[src/rtl/imem_loader.sv]
// imem_loader: assembles a big-endian byte stream into 32-bit words written sequentially from word 0.
// Define IMEM_LOADER_CHECKSUM_EN to require a trailing XOR checksum byte after the data.
module imem_loader #(
  parameter int ADDR_W   = 9,
  parameter int MEM_SIZE = 512
) (
  input  logic              clk,
  input  logic              rst_n,
  input  logic              start,
  input  logic [7:0]        rx_data,
  input  logic              rx_valid,
  output logic              wr_en,
  output logic [ADDR_W-1:0] wr_addr,
  output logic [31:0]       wr_data,
  output logic              busy,
  output logic              cpu_hold,
  output logic              done,
  output logic              err
);
  typedef enum logic [2:0] {
    IDLE, LEN_HI, LEN_LO, DATA,
`ifdef IMEM_LOADER_CHECKSUM_EN
    CSUM,
`endif
    FINISH, DONE
  } state_t;
  state_t            state_q, state_d;
  logic [7:0]        len_hi_q, len_hi_d;
  logic [ADDR_W:0]   len_q, len_d;
  logic [23:0]       word_q, word_d;
  logic [1:0]        byte_q, byte_d;
  logic [ADDR_W-1:0] widx_q, widx_d;
  logic              wr_en_q, wr_en_d;
  logic [ADDR_W-1:0] wr_addr_q, wr_addr_d;
  logic [31:0]       wr_data_q, wr_data_d;
  logic              busy_q, busy_d, done_q, done_d, err_q, err_d;
  logic [15:0]       new_len;
  logic              last_word;
`ifdef IMEM_LOADER_CHECKSUM_EN
  logic [7:0]        csum_q, csum_d;
`endif
  assign new_len   = {len_hi_q, rx_data};
  // Word index is compared before its post-write increment, so it never reaches MEM_SIZE.
  assign last_word = {1'b0, widx_q} == len_q - (ADDR_W+1)'(1);
  always_comb begin
    state_d   = state_q;
    len_hi_d  = len_hi_q;
    len_d     = len_q;
    word_d    = word_q;
    byte_d    = byte_q;
    widx_d    = widx_q;
    wr_en_d   = 1'b0;
    wr_addr_d = wr_addr_q;
    wr_data_d = wr_data_q;
    busy_d    = busy_q;
    done_d    = done_q;
    err_d     = err_q;
`ifdef IMEM_LOADER_CHECKSUM_EN
    csum_d    = csum_q;
`endif
    case (state_q)
      IDLE, DONE: if (start) begin
        done_d  = 1'b0;
        err_d   = 1'b0;
        busy_d  = 1'b1;
        widx_d  = '0;
        byte_d  = '0;
`ifdef IMEM_LOADER_CHECKSUM_EN
        csum_d  = '0;
`endif
        state_d = LEN_HI;
      end
      LEN_HI: if (rx_valid) begin
        len_hi_d = rx_data;
        state_d  = LEN_LO;
      end
      LEN_LO: if (rx_valid) begin
        len_d = new_len[ADDR_W:0];
        if (new_len == 16'd0 || new_len > 16'(MEM_SIZE)) begin
          err_d   = 1'b1;
          state_d = FINISH;
        end else state_d = DATA;
      end
      DATA: begin
        if (wr_en_q) widx_d = widx_q + ADDR_W'(1);
        if (rx_valid) begin
          word_d = {word_q[15:0], rx_data};
          byte_d = byte_q + 2'd1;
`ifdef IMEM_LOADER_CHECKSUM_EN
          csum_d = csum_q ^ rx_data;
`endif
          if (byte_q == 2'd3) begin
            wr_en_d   = 1'b1;
            wr_data_d = {word_q, rx_data};
            wr_addr_d = widx_q;
`ifdef IMEM_LOADER_CHECKSUM_EN
            if (last_word) state_d = CSUM;
`else
            if (last_word) state_d = FINISH;
`endif
          end
        end
      end
`ifdef IMEM_LOADER_CHECKSUM_EN
      CSUM: if (rx_valid) begin
        if (rx_data != csum_q) err_d = 1'b1;
        state_d = FINISH;
      end
`endif
      FINISH: begin
        done_d  = 1'b1;
        busy_d  = 1'b0;
        state_d = DONE;
      end
      default: state_d = IDLE;
    endcase
  end
  always_ff @(posedge clk) begin
    if (!rst_n) begin
      state_q   <= IDLE;
      len_hi_q  <= '0;
      len_q     <= '0;
      word_q    <= '0;
      byte_q    <= '0;
      widx_q    <= '0;
      wr_en_q   <= 1'b0;
      wr_addr_q <= '0;
      wr_data_q <= '0;
      busy_q    <= 1'b0;
      done_q    <= 1'b0;
      err_q     <= 1'b0;
`ifdef IMEM_LOADER_CHECKSUM_EN
      csum_q    <= '0;
`endif
    end else begin
      state_q   <= state_d;
      len_hi_q  <= len_hi_d;
      len_q     <= len_d;
      word_q    <= word_d;
      byte_q    <= byte_d;
      widx_q    <= widx_d;
      wr_en_q   <= wr_en_d;
      wr_addr_q <= wr_addr_d;
      wr_data_q <= wr_data_d;
      busy_q    <= busy_d;
      done_q    <= done_d;
      err_q     <= err_d;
`ifdef IMEM_LOADER_CHECKSUM_EN
      csum_q    <= csum_d;
`endif
    end
  end
  assign wr_en    = wr_en_q;
  assign wr_addr  = wr_addr_q;
  assign wr_data  = wr_data_q;
  assign busy     = busy_q;
  assign cpu_hold = busy_q;
  assign done     = done_q;
  assign err      = err_q;
endmodule

[config.mk]
export PLATFORM = sky130hd
export DESIGN_NAME = imem_loader
export DESIGN_NICKNAME = d
export VERILOG_FILES = /design/src/rtl/imem_loader.sv
export SDC_FILE = /design/constraint.sdc
export NUM_CORES = 1
export LEC_CHECK = 0
export ABC_AREA = 1
export CAP_MARGIN = 25
export CORE_ASPECT_RATIO = 0.6
export CORE_MARGIN = 2
export CORE_UTILIZATION = 55
export DETAILED_ROUTE_END_ITERATION = 7
export GPL_TIMING_DRIVEN = 0
export PLACE_DENSITY = 0.8
export SYNTH_ARGS = -nofsm -noshare
export SYNTH_HDL_FRONTEND = slang
export SYNTH_SLANG_ARGS = --single-unit
[constraint.sdc]
create_clock -name clk -period 4.2 [get_ports clk]
set_input_delay 1.26 -clock clk [delete_from_list [all_inputs] [get_ports clk]]
set_output_delay 1.26 -clock clk [all_outputs]
set_load 0.01 [all_outputs]
======== Yosys cells after proc, flatten, opt, wreduce, memory -nomap -nowiden ========
Cells that the tools add are included.
operators by class
  add/sub/neg operators ................... 3
  magnitude comparators ................... 1
  equal/unequal tests ..................... 15
  mux-type cells .......................... 22
  reduce and logical (&&, ||, !) cells .... 17
operators with widths
  kind                                                                     count
  3-bit 2-to-1 mux                                                         7
  9-bit 2-to-1 mux                                                         2
  9-bit case mux with 2 select lines                                       1
  16-bit by 10-bit > comparator with 1-bit output (second input constant)  1
  16-bit logical NOT                                                       1
  2-bit != test (second input constant)                                    8
  3-bit case mux with 5 select lines                                       1
  3-bit AND reduction                                                      4
  9-bit by 10-bit == test with 1-bit output                                1
  10-bit by 1-bit subtractor with 10-bit output (second input constant)    1
  9-bit by 1-bit adder with 9-bit output (second input constant)           1
  2-bit AND reduction                                                      4
  3-bit by 2-bit == test with 1-bit output (second input constant)         2
  3-bit == test (second input constant)                                    2
  1-bit case mux with 2 select lines                                       3
  6-bit AND reduction                                                      1
  2-bit nonzero test                                                       3
  1-bit 2-to-1 mux                                                         5
  2-bit 2-to-1 mux                                                         2
  2-bit case mux with 2 select lines                                       1
  4-bit AND reduction                                                      1
  3-bit by 1-bit == test with 1-bit output (second input constant)         1
  3-bit logical NOT                                                        1
  2-bit by 1-bit adder with 2-bit output (second input constant)           1
  other kinds (3)                                                          3
storage, ports and cells
  register bits ........................... 101
  input port bits ......................... 12

======== Logic depth before layout (Yosys ltp) ========
Gate-level depths: netlist (run 1).
  depth after elaboration ................. 6
  depth in mapped cells ................... 13
  mapped depth without buffers ............ 13

======== Worst setup path after synthesis (run 1) ========
No wires, ideal clock.
  path type ............................... input -> register
  start point ............................. input rx_valid
  end point ............................... register wr_data_q[15], in the netlist wr_data[15]
  arrival time ............................ 2.051 ns
  setup slack ............................. 2.016 ns
  stages on the path ...................... 7
  cells stage by stage .................... inv_1 nor2_8 nand2_4 clkinv_2 buf_6 o21ai_0 a21oi_1
on the way
  longest elaborated chain between the ends .. 1
RTL lines
  element                        line  source
  start: declaration             11    input logic rx_valid,
  3-bit AND reduction (no line)  n/a
  end signal: assignment         144   wr_data_q <= wr_data_d;
  end: declaration               35    logic [31:0] wr_data_q, wr_data_d;
No other way between the ends.
A chain may end at the register's enable or synchronous reset.

======== Worst setup path after layout (run 1) ========
  start point ............................. input rx_valid
  end point ............................... register wr_addr_q[0], in the netlist wr_addr[0]
on the way
  longest elaborated chain between the ends .. 1
RTL lines
  element                        line  source
  3-bit AND reduction (no line)  n/a
  end signal: assignment         143   wr_addr_q <= wr_addr_d;
  end: declaration               34    logic [ADDR_W-1:0] wr_addr_q, wr_addr_d;
No other way between the ends.

==> results of run 1 <==
[flip-flops by register name (all words and copies together) (netlist names), 2 cells and up]
name      flops
byte_q        2
len_hi_q      8
len_q        10
state_q       3
widx_q        9
word_q       24
wr_addr       9
wr_data      32
[logic make-up (layout without fill, tap and decap cells)]
family / after synthesis / count (layout) / synth area share
xor gates and xnor gates: 8 / 8 / 0.01676
buffers and inverters: 83 / 155 / 0.08498
DFF: 101 / 101 / 0.4835
AOI/OAI and AO/OA: 148 / 148 / 0.1813
and+or+nand+nor: 210 / 210 / 0.2244
adders and majority gates: 3 / 3 / 0.008978
[how the worst max path moves through the flow]
stage             endpoint  slack, ps  cells past startpoint
5_1_grt         wr_addr[0]       1380                      7
6_report        wr_addr[0]       1430                      7
2_1_floorplan  wr_data[15]       2020                      7
3_5_place_dp    wr_addr[0]       1130                      7
3_3_place_gp    wr_addr[0]       1150                      7
4_1_cts         wr_addr[0]       1500                      7
[critical path: cells and delay by family]
family,cells,cell delay [ps]
buffers and inverters,3,990
AND/OR/NAND/NOR,3,390
AO/OA/AOI/OAI,1,350
[routing by layer]
| layer | wire length [µm] | share of wire | track usage | vias up |
|---|---|---|---|---|
| met3 | 1120 | 0.10 | 0.07868 | 22 |
| li1 | - | - | - | 1944 |
| met4 | 174 | 0.015 | 0.07320 | 0 |
| met2 | 4608 | 0.41 | 0.4083 | 163 |
| met5 | 0 | 0 | 0 | - |
| met1 | 5323 | 0.47 | 0.4362 | 1829 |
[power by group through the flow]
stage,sequential [mW],combinational (mW),clock [mW]
finish,1.10,0.635,0.834
floorplan,1.10,0.475,0
detailed placement,1.12,0.620,0
global route,1.11,0.724,0.879
CTS,1.10,0.627,0.840
global placement,1.11,0.598,0
[area by class of cell]
class | instances | area, µm² | area share
flip-flops and latches | 101 | 2022 | 0.3909
inverters | 57 | 215.2 | 0.04161
clock inverters | 6 | 61.31 | 0.01185
well taps | 104 | 130.1 | 0.02516
plain buffers | 26 | 140.1 | 0.02709
repair buffers | 56 | 560.5 | 0.1084
clock buffers | 10 | 239.0 | 0.04620
multi-input cells | 369 | 1804 | 0.3488
[layout by cell type, fill, tap and decap left out, drive strengths merged, types with 5 or more instances in the layout]
| cell | instances |
|---|---|
| clkdlybuf4s50 | 56 |
| nor3 | 7 |
| nor2 | 99 |
| clkbuf | 23 |
| nand2 | 67 |
| buf | 13 |
| a21oi | 57 |
| dfxtp | 101 |
| xor2 | 5 |
| inv | 57 |
| o21ai | 88 |
| nand3 | 32 |
[per-stage QoR]
stage	instance area (µm²)	worst slack, ps	std cells	utilization
floorplan	4182	2016	553	-
global placement	4872	1145	713	0.6650
detailed placement	4872	1133	713	0.6650
CTS	5172	1497	729	0.7059
global route	5172	1384	729	0.7059
finish	5172	1428	729	0.7059
[synthesized netlist by cell type (3+ instances only)]
cell type,number
a21oi_1,57
buf_2,4
buf_4,4
buf_6,3
clkbuf_1,13
dfxtp_1,101
ha_1,3
inv_1,50
inv_2,6
nand2_1,61
nand2_2,4
nand3_1,31
nand4_1,4
nor2_1,92
nor2_2,3
nor2_4,3
nor3_1,6
o21ai_0,72
o21ai_1,14
xnor2_1,3
xor2_1,5
==> results by group, run 1 <==
Power
  – Sw power: 0.8378 mW
  – Reg power frac: 0.428
  – Internal cell power: 1.732 mW
  – Net Sw Frac: 0.3260
  – Pwr Density: 496.9 mW/mm²
  – Gate power share: 0.247
  – Total Power: approximately 2.6 mW
  – Worst vdd ir: 0.2655 mV
  – P_leak: 2.129 nW
  – Clock share of power: 0.325

Route
  – Detail Route Antenna Nets: 0
  – Drt initial violations: 267
  – Final wirelength: 11.23 mm
  – Avg WL per Cell: approximately 15 µm
  – Vias per cell: 5.429
  – Vias: 3958
  – DRC viols: 0
  – 1st-pass router iterations: 6

Critical path
  – Worst EP arrival: 3010 ps
  – Slowest-stage cell, CP: clkdlybuf4s50_1
  – Critical Path, Cell by Cell: clkdlybuf4s50_1 -> inv_1 -> nor2_8 -> nand2_4 -> clkbuf_1 -> o21ai_0 -> nor2_1
  – Critical path origin: rx_valid
  – Worst r2r dst: state_q[1]
  – Critical Path RT: 4430 ps
  – CP endpoint kind: flip-flop
  – FF-to-FF setup slack: 2270 ps
  – Critical path fanouts, max: 10
  – CP Class: in2reg
  – FF-to-FF Start: len_q[0]
  – R2R depth: 12
  – Largest stage delay, worst path: 530 ps
  – Worst setup SP type: input pin

Timing
  – Setup TNS: 0 ps
  – Fin. Hold Viols: 0
  – Worst-margin pin slew: 579.1 ps
  – Post-Route Skew: slightly above 8 ps
  – Min Clock Period, post-route: around 2800 ps
  – Final setup vio count: 0
  – Unrepaired setup endpoints after global routing: false
  – Final Cycle Share: 0.6600
  – Fmax: 0.3608 GHz
  – Worst hold margin: 467.6 ps
  – Max-slew violation count: 0
  – Relative slew slack: 0.6139

Global route
  – Initial antenna violation count: 0
  – First-pass GRT wire length: 18.13 mm
  – Largest net degree at the start of global routing: 17
  – All-Layer GR Usage: 0.2884
  – GR Overflow Total: 0
  – Vias in the first global route: 3567

Placed design
  – PortBufs: 56
  – Dpl hpwl: 8.196 mm
  – GP Congestion: between 0.9 and 1

Synthesis
  – Synth top area cells: dfxtp_1, o21ai_0, nor2_1
  – Ys async rst share: 0
  – Cells after Synth: about 550
  – Synth area leader: dfxtp_1
  – Flops & latches, synth: between 100 and 150
  – Leading register cell type out of synthesis: dfxtp_1
  – Syn Nets: 568
  – Synth unique cells: 31
  – Number of flops mapped to enable cells by yosys: 0
  – Synthesized cell area: 0.004182 mm²
  – Sequential fraction of the synthesis area: 0.4835
  – Synth warn: 0
  – Top-area cell type share of the netlist area: 0.4835
  – Mean Syn Cell Area: 7.562 µm²

Layout
  – Final #Nets: 635
  – Layout cell share with drive strength beyond 1: 0.08320
  – Fill count: 625
  – Ant diodes: 0
  – Layout Area Growth over Synthesis: 23.70%

Outcome
  – Outcome: finished clean

Flow run
  – Max Cap Viol: 0

Clocking
  – Hold_buf cts: 0
  – Number of gates resized after CTS: 0
  – Clock sink count: between 100 and 150
  – Clock Pin Slew Worst Setup and Hold Paths: 70 ps
  – H-tree depth: 3
  – Clk_lat worst skew: 350 ps
  – # Post-CTS Setup Buffers: 0
  – CTS tree: built
  – CTS Root Cell: clkbuf_16
  – Clock buffer depth: 2
  – CTS Buf Count: 9

Worst hold path
  – Worst hold path type: reg2reg
  – Hold path start: word_q[16]
  – Hold path endpoint: word_q[16]
  – WHS Path Cells: 2

Floorplanning
  – Die height: 71.54 µm
  – Chip width: 116.6 µm
  – Initial cell density of the core: 0.5707
  – # IOs: 58
  – Full die area: 0.008339 mm²
  – Core box area: approximately 0.0073 mm²
  – FP Rows: 24
No activity file was read; power rests on OpenSTA's default activity.
==> run 2: changes to the inputs <==
CORE_UTILIZATION = 49   (was 55)
PLACE_DENSITY = 0.76   (was 0.8)
clock period = 2.4 ns   (was 4.2 ns; I/O delays follow)
==> run 2 against run 1 <==
  * Non-clock buffer count stayed put
  * Total power is 71% higher
  * Final area is 0.36% lower
  * Die area is 12% higher
  * First-iteration DRC count is 37% higher
  * Critical path depth stayed put
  * Register-to-register slack worse by 1800 ps
  * Sequential power is 75% higher
  * Core utilization is 9.2 points lower
  * Sequential share of layout area is 0.14 points higher
  * Cell count is 1.1% higher
==> results by group, run 2 (synthesized netlist as in run 1, its figures left out) <==
Outcome
  – Outcome: finished clean

Global route
  – Initial antenna violation count: 0 (unchanged)
  – Vias in the first global route: 3614 (+1.3%)
  – Met1 usage: 0.3624 (-0.07378)
  – Met2 Use GR: 0.3846 (-0.02365)
  – First-pass GRT wire length: 17.77 mm (-2.0%)
  – Largest net degree at the start of global routing: 16 (-1)
  – Met3 usage: 0.06213 (-0.01655)
  – GR Overflow Total: 0 (unchanged)
  – All-Layer GR Usage: 0.2543 (-0.03404)
  – GRT Max-Usage Layer: met2

Layout
  – Ant diodes: 0 (unchanged)
  – Final #Nets: 635 (unchanged)
  – Max FFs per register: 32 (unchanged)
  – Commonest non-fill, non-tap cells in the layout: dfxtp_1, nor2_1, o21ai_0, nand2_1, a21oi_1
  – Layout Area Growth over Synthesis: 23.25%
  – Most common cell after layout, fill and taps aside: dfxtp_1
  – Layout cell share with drive strength beyond 1: 0.07840 (-0.004800)
  – Fill count: 733 (+17%)
  – Final Cell Area: 0.005154 mm² (-0.36%)

Critical path
  – Worst setup SP type: input pin
  – CP endpoint kind: flip-flop
  – Largest stage delay, worst path: 450 ps (-80 ps)
  – Critical Path RT: 2680 ps (-1750 ps)
  – Delay-heaviest family, CP: buffers and inverters
  – Worst EP arrival: 2420 ps (-590 ps)
  – Critical Path, Cell by Cell: clkdlybuf4s50_1 -> inv_1 -> nor2_8 -> nand2_4 -> clkbuf_1 -> o21ai_0 -> nor2_1
  – Worst path bufs/invs: 3 (unchanged)
  – CP Class: in2reg
  – Critical path fanouts, max: 10 (unchanged)
  – FF-to-FF setup slack: 480 ps (-1790 ps)
  – Slowest-stage cell, CP: clkdlybuf4s50_1

Timing
  – Final setup vio count: 0 (unchanged)
  – Max-slew violation count: 0 (unchanged)
  – Setup TNS: 0 ps (unchanged)
  – Final Cycle Share: 0.8893
  – Unrepaired setup endpoints after global routing: false
  – Worst-margin pin slew: 643.8 ps (+64.71 ps)
  – Fmax: roughly 0.47 GHz
  – Post-Route Skew: 6.184 ps (-2.026 ps)
  – Relative slew slack: 0.5708 (-0.04314)
  – Min Clock Period, post-route: approximately 2100 ps
  – Worst setup margin: 265.6 ps (-1162 ps)
  – Fin. Hold Viols: 0 (unchanged)

Floorplanning
  – Chip width: 123.3 µm (+5.7%)
  – Initial cell density of the core: 0.4982 (-0.07249)
  – Full die area: 0.009313 mm² (+12%)
  – FP Rows: 26 (+8.3%)
  – # IOs: 58 (unchanged)
  – Die height: 75.56 µm (+5.6%)
  – Core box area: 0.008393 mm² (+15%)

Clocking
  – Number of gates resized after CTS: 0 (unchanged)
  – # Post-CTS Setup Buffers: 0 (unchanged)
  – H-tree depth: 3 (unchanged)
  – CTS Buf Count: 9 (unchanged)
  – CTS tree: built
  – Clock sink count: 101 (unchanged)
  – Clock Pin Slew Worst Setup and Hold Paths: 60 ps (about the same)
  – Clk_lat worst skew: 350 ps (about the same)
  – Hold_buf cts: 0 (unchanged)
  – Clock buffer depth: 2 (unchanged)
  – CTS Root Cell: clkbuf_16

Placed design
  – PortBufs: 56 (unchanged)
  – Pre-CTS setup slack: -95.50 ps (-1228 ps)
  – Post-DP Area: 0.004882 mm² (+0.21%)
  – Dpl hpwl: 8.101 mm (-1.2%)
  – GP Congestion: 0.9713 (+1.3%)

Route
  – Vias per cell: 5.373 (-1.0%)
  – Avg WL per Cell: 15.26 µm (-0.94%)
  – Final wirelength: 11.24 mm (+0.15%)
  – Detail Route Antenna Nets: 0 (unchanged)
  – Drt initial violations: 366 (+37%)
  – Vias: 3960 (+0.051%)
  – DRC viols: 0 (unchanged)
  – 1st-pass router iterations: 5 (-1)

Power
  – Pwr Density: 850.7 mW/mm² (+71%)
  – Worst vdd ir: 0.3888 mV (+46%)
  – P_leak: 2.110 nW (-0.88%)

Flow run
  – Max Cap Viol: 0 (unchanged)

Worst hold path
  – Worst hold path type: reg2reg
[run 2: area by class of cell]
class                           instances  area (µm²)  share of cell area
Multi-Input combinational cell        369        1804              0.3501
Inverter                               57       215.2             0.04176
Clock inverter                          3       21.27            0.004127
Buffer                                 26       140.1             0.02719
Timing Repair Buffer                   56       560.5              0.1088
Tap cell                              112       140.1             0.02719
Clock buffer                           13       250.2             0.04856
Sequential cell                       101        2022              0.3923
[run 2: worst min-delay path, delay by kind of cell (launching register included)]
family           cells  cell delay (ps)
AO/OA/AOI/OAI        1               50
flip-flops           1              310
AND/OR/NAND/NOR      1               60
[run 2: stage by stage]
stage	std cells	power, mW	utilization	hold slack [ps]
after floorplan	553	2.764	-	432.7
after global placement	721	2.991	0.5817	445.6
after detailed placement	721	3.041	0.5817	454.1
after CTS	737	4.380	0.6140	464.0
after global routing	737	4.636	0.6140	476.2
final	737	4.384	0.6140	464.9
[run 2: power by group]
group / total (mW) / switching (mW) / leakage [nW] / internal (mW)
logic: 1.12 / 0.740 / 1.16 / 0.381
registers: 1.93 / 0.114 / 0.817 / 1.82
clock network: 1.33 / 0.602 / 0.130 / 0.732
total: 4.38 / 1.46 / 2.11 / 2.93
[run 2: layer usage]
metal | wire (µm) | up-vias
met2 | 4709 | 147
li1 | - | 1944
met4 | 175 | 0
met1 | 5436 | 1852
met3 | 921 | 17
met5 | 0 | -
[run 2: final timing paths]
path                               endpoint       start  cells after the start
worst max-delay path            wr_data[31]    rx_valid                      7
worst min-delay path             word_q[20]  word_q[20]                      2
worst max register to register   state_q[1]    len_q[0]                     12
worst min register to register   word_q[20]  word_q[20]                      2
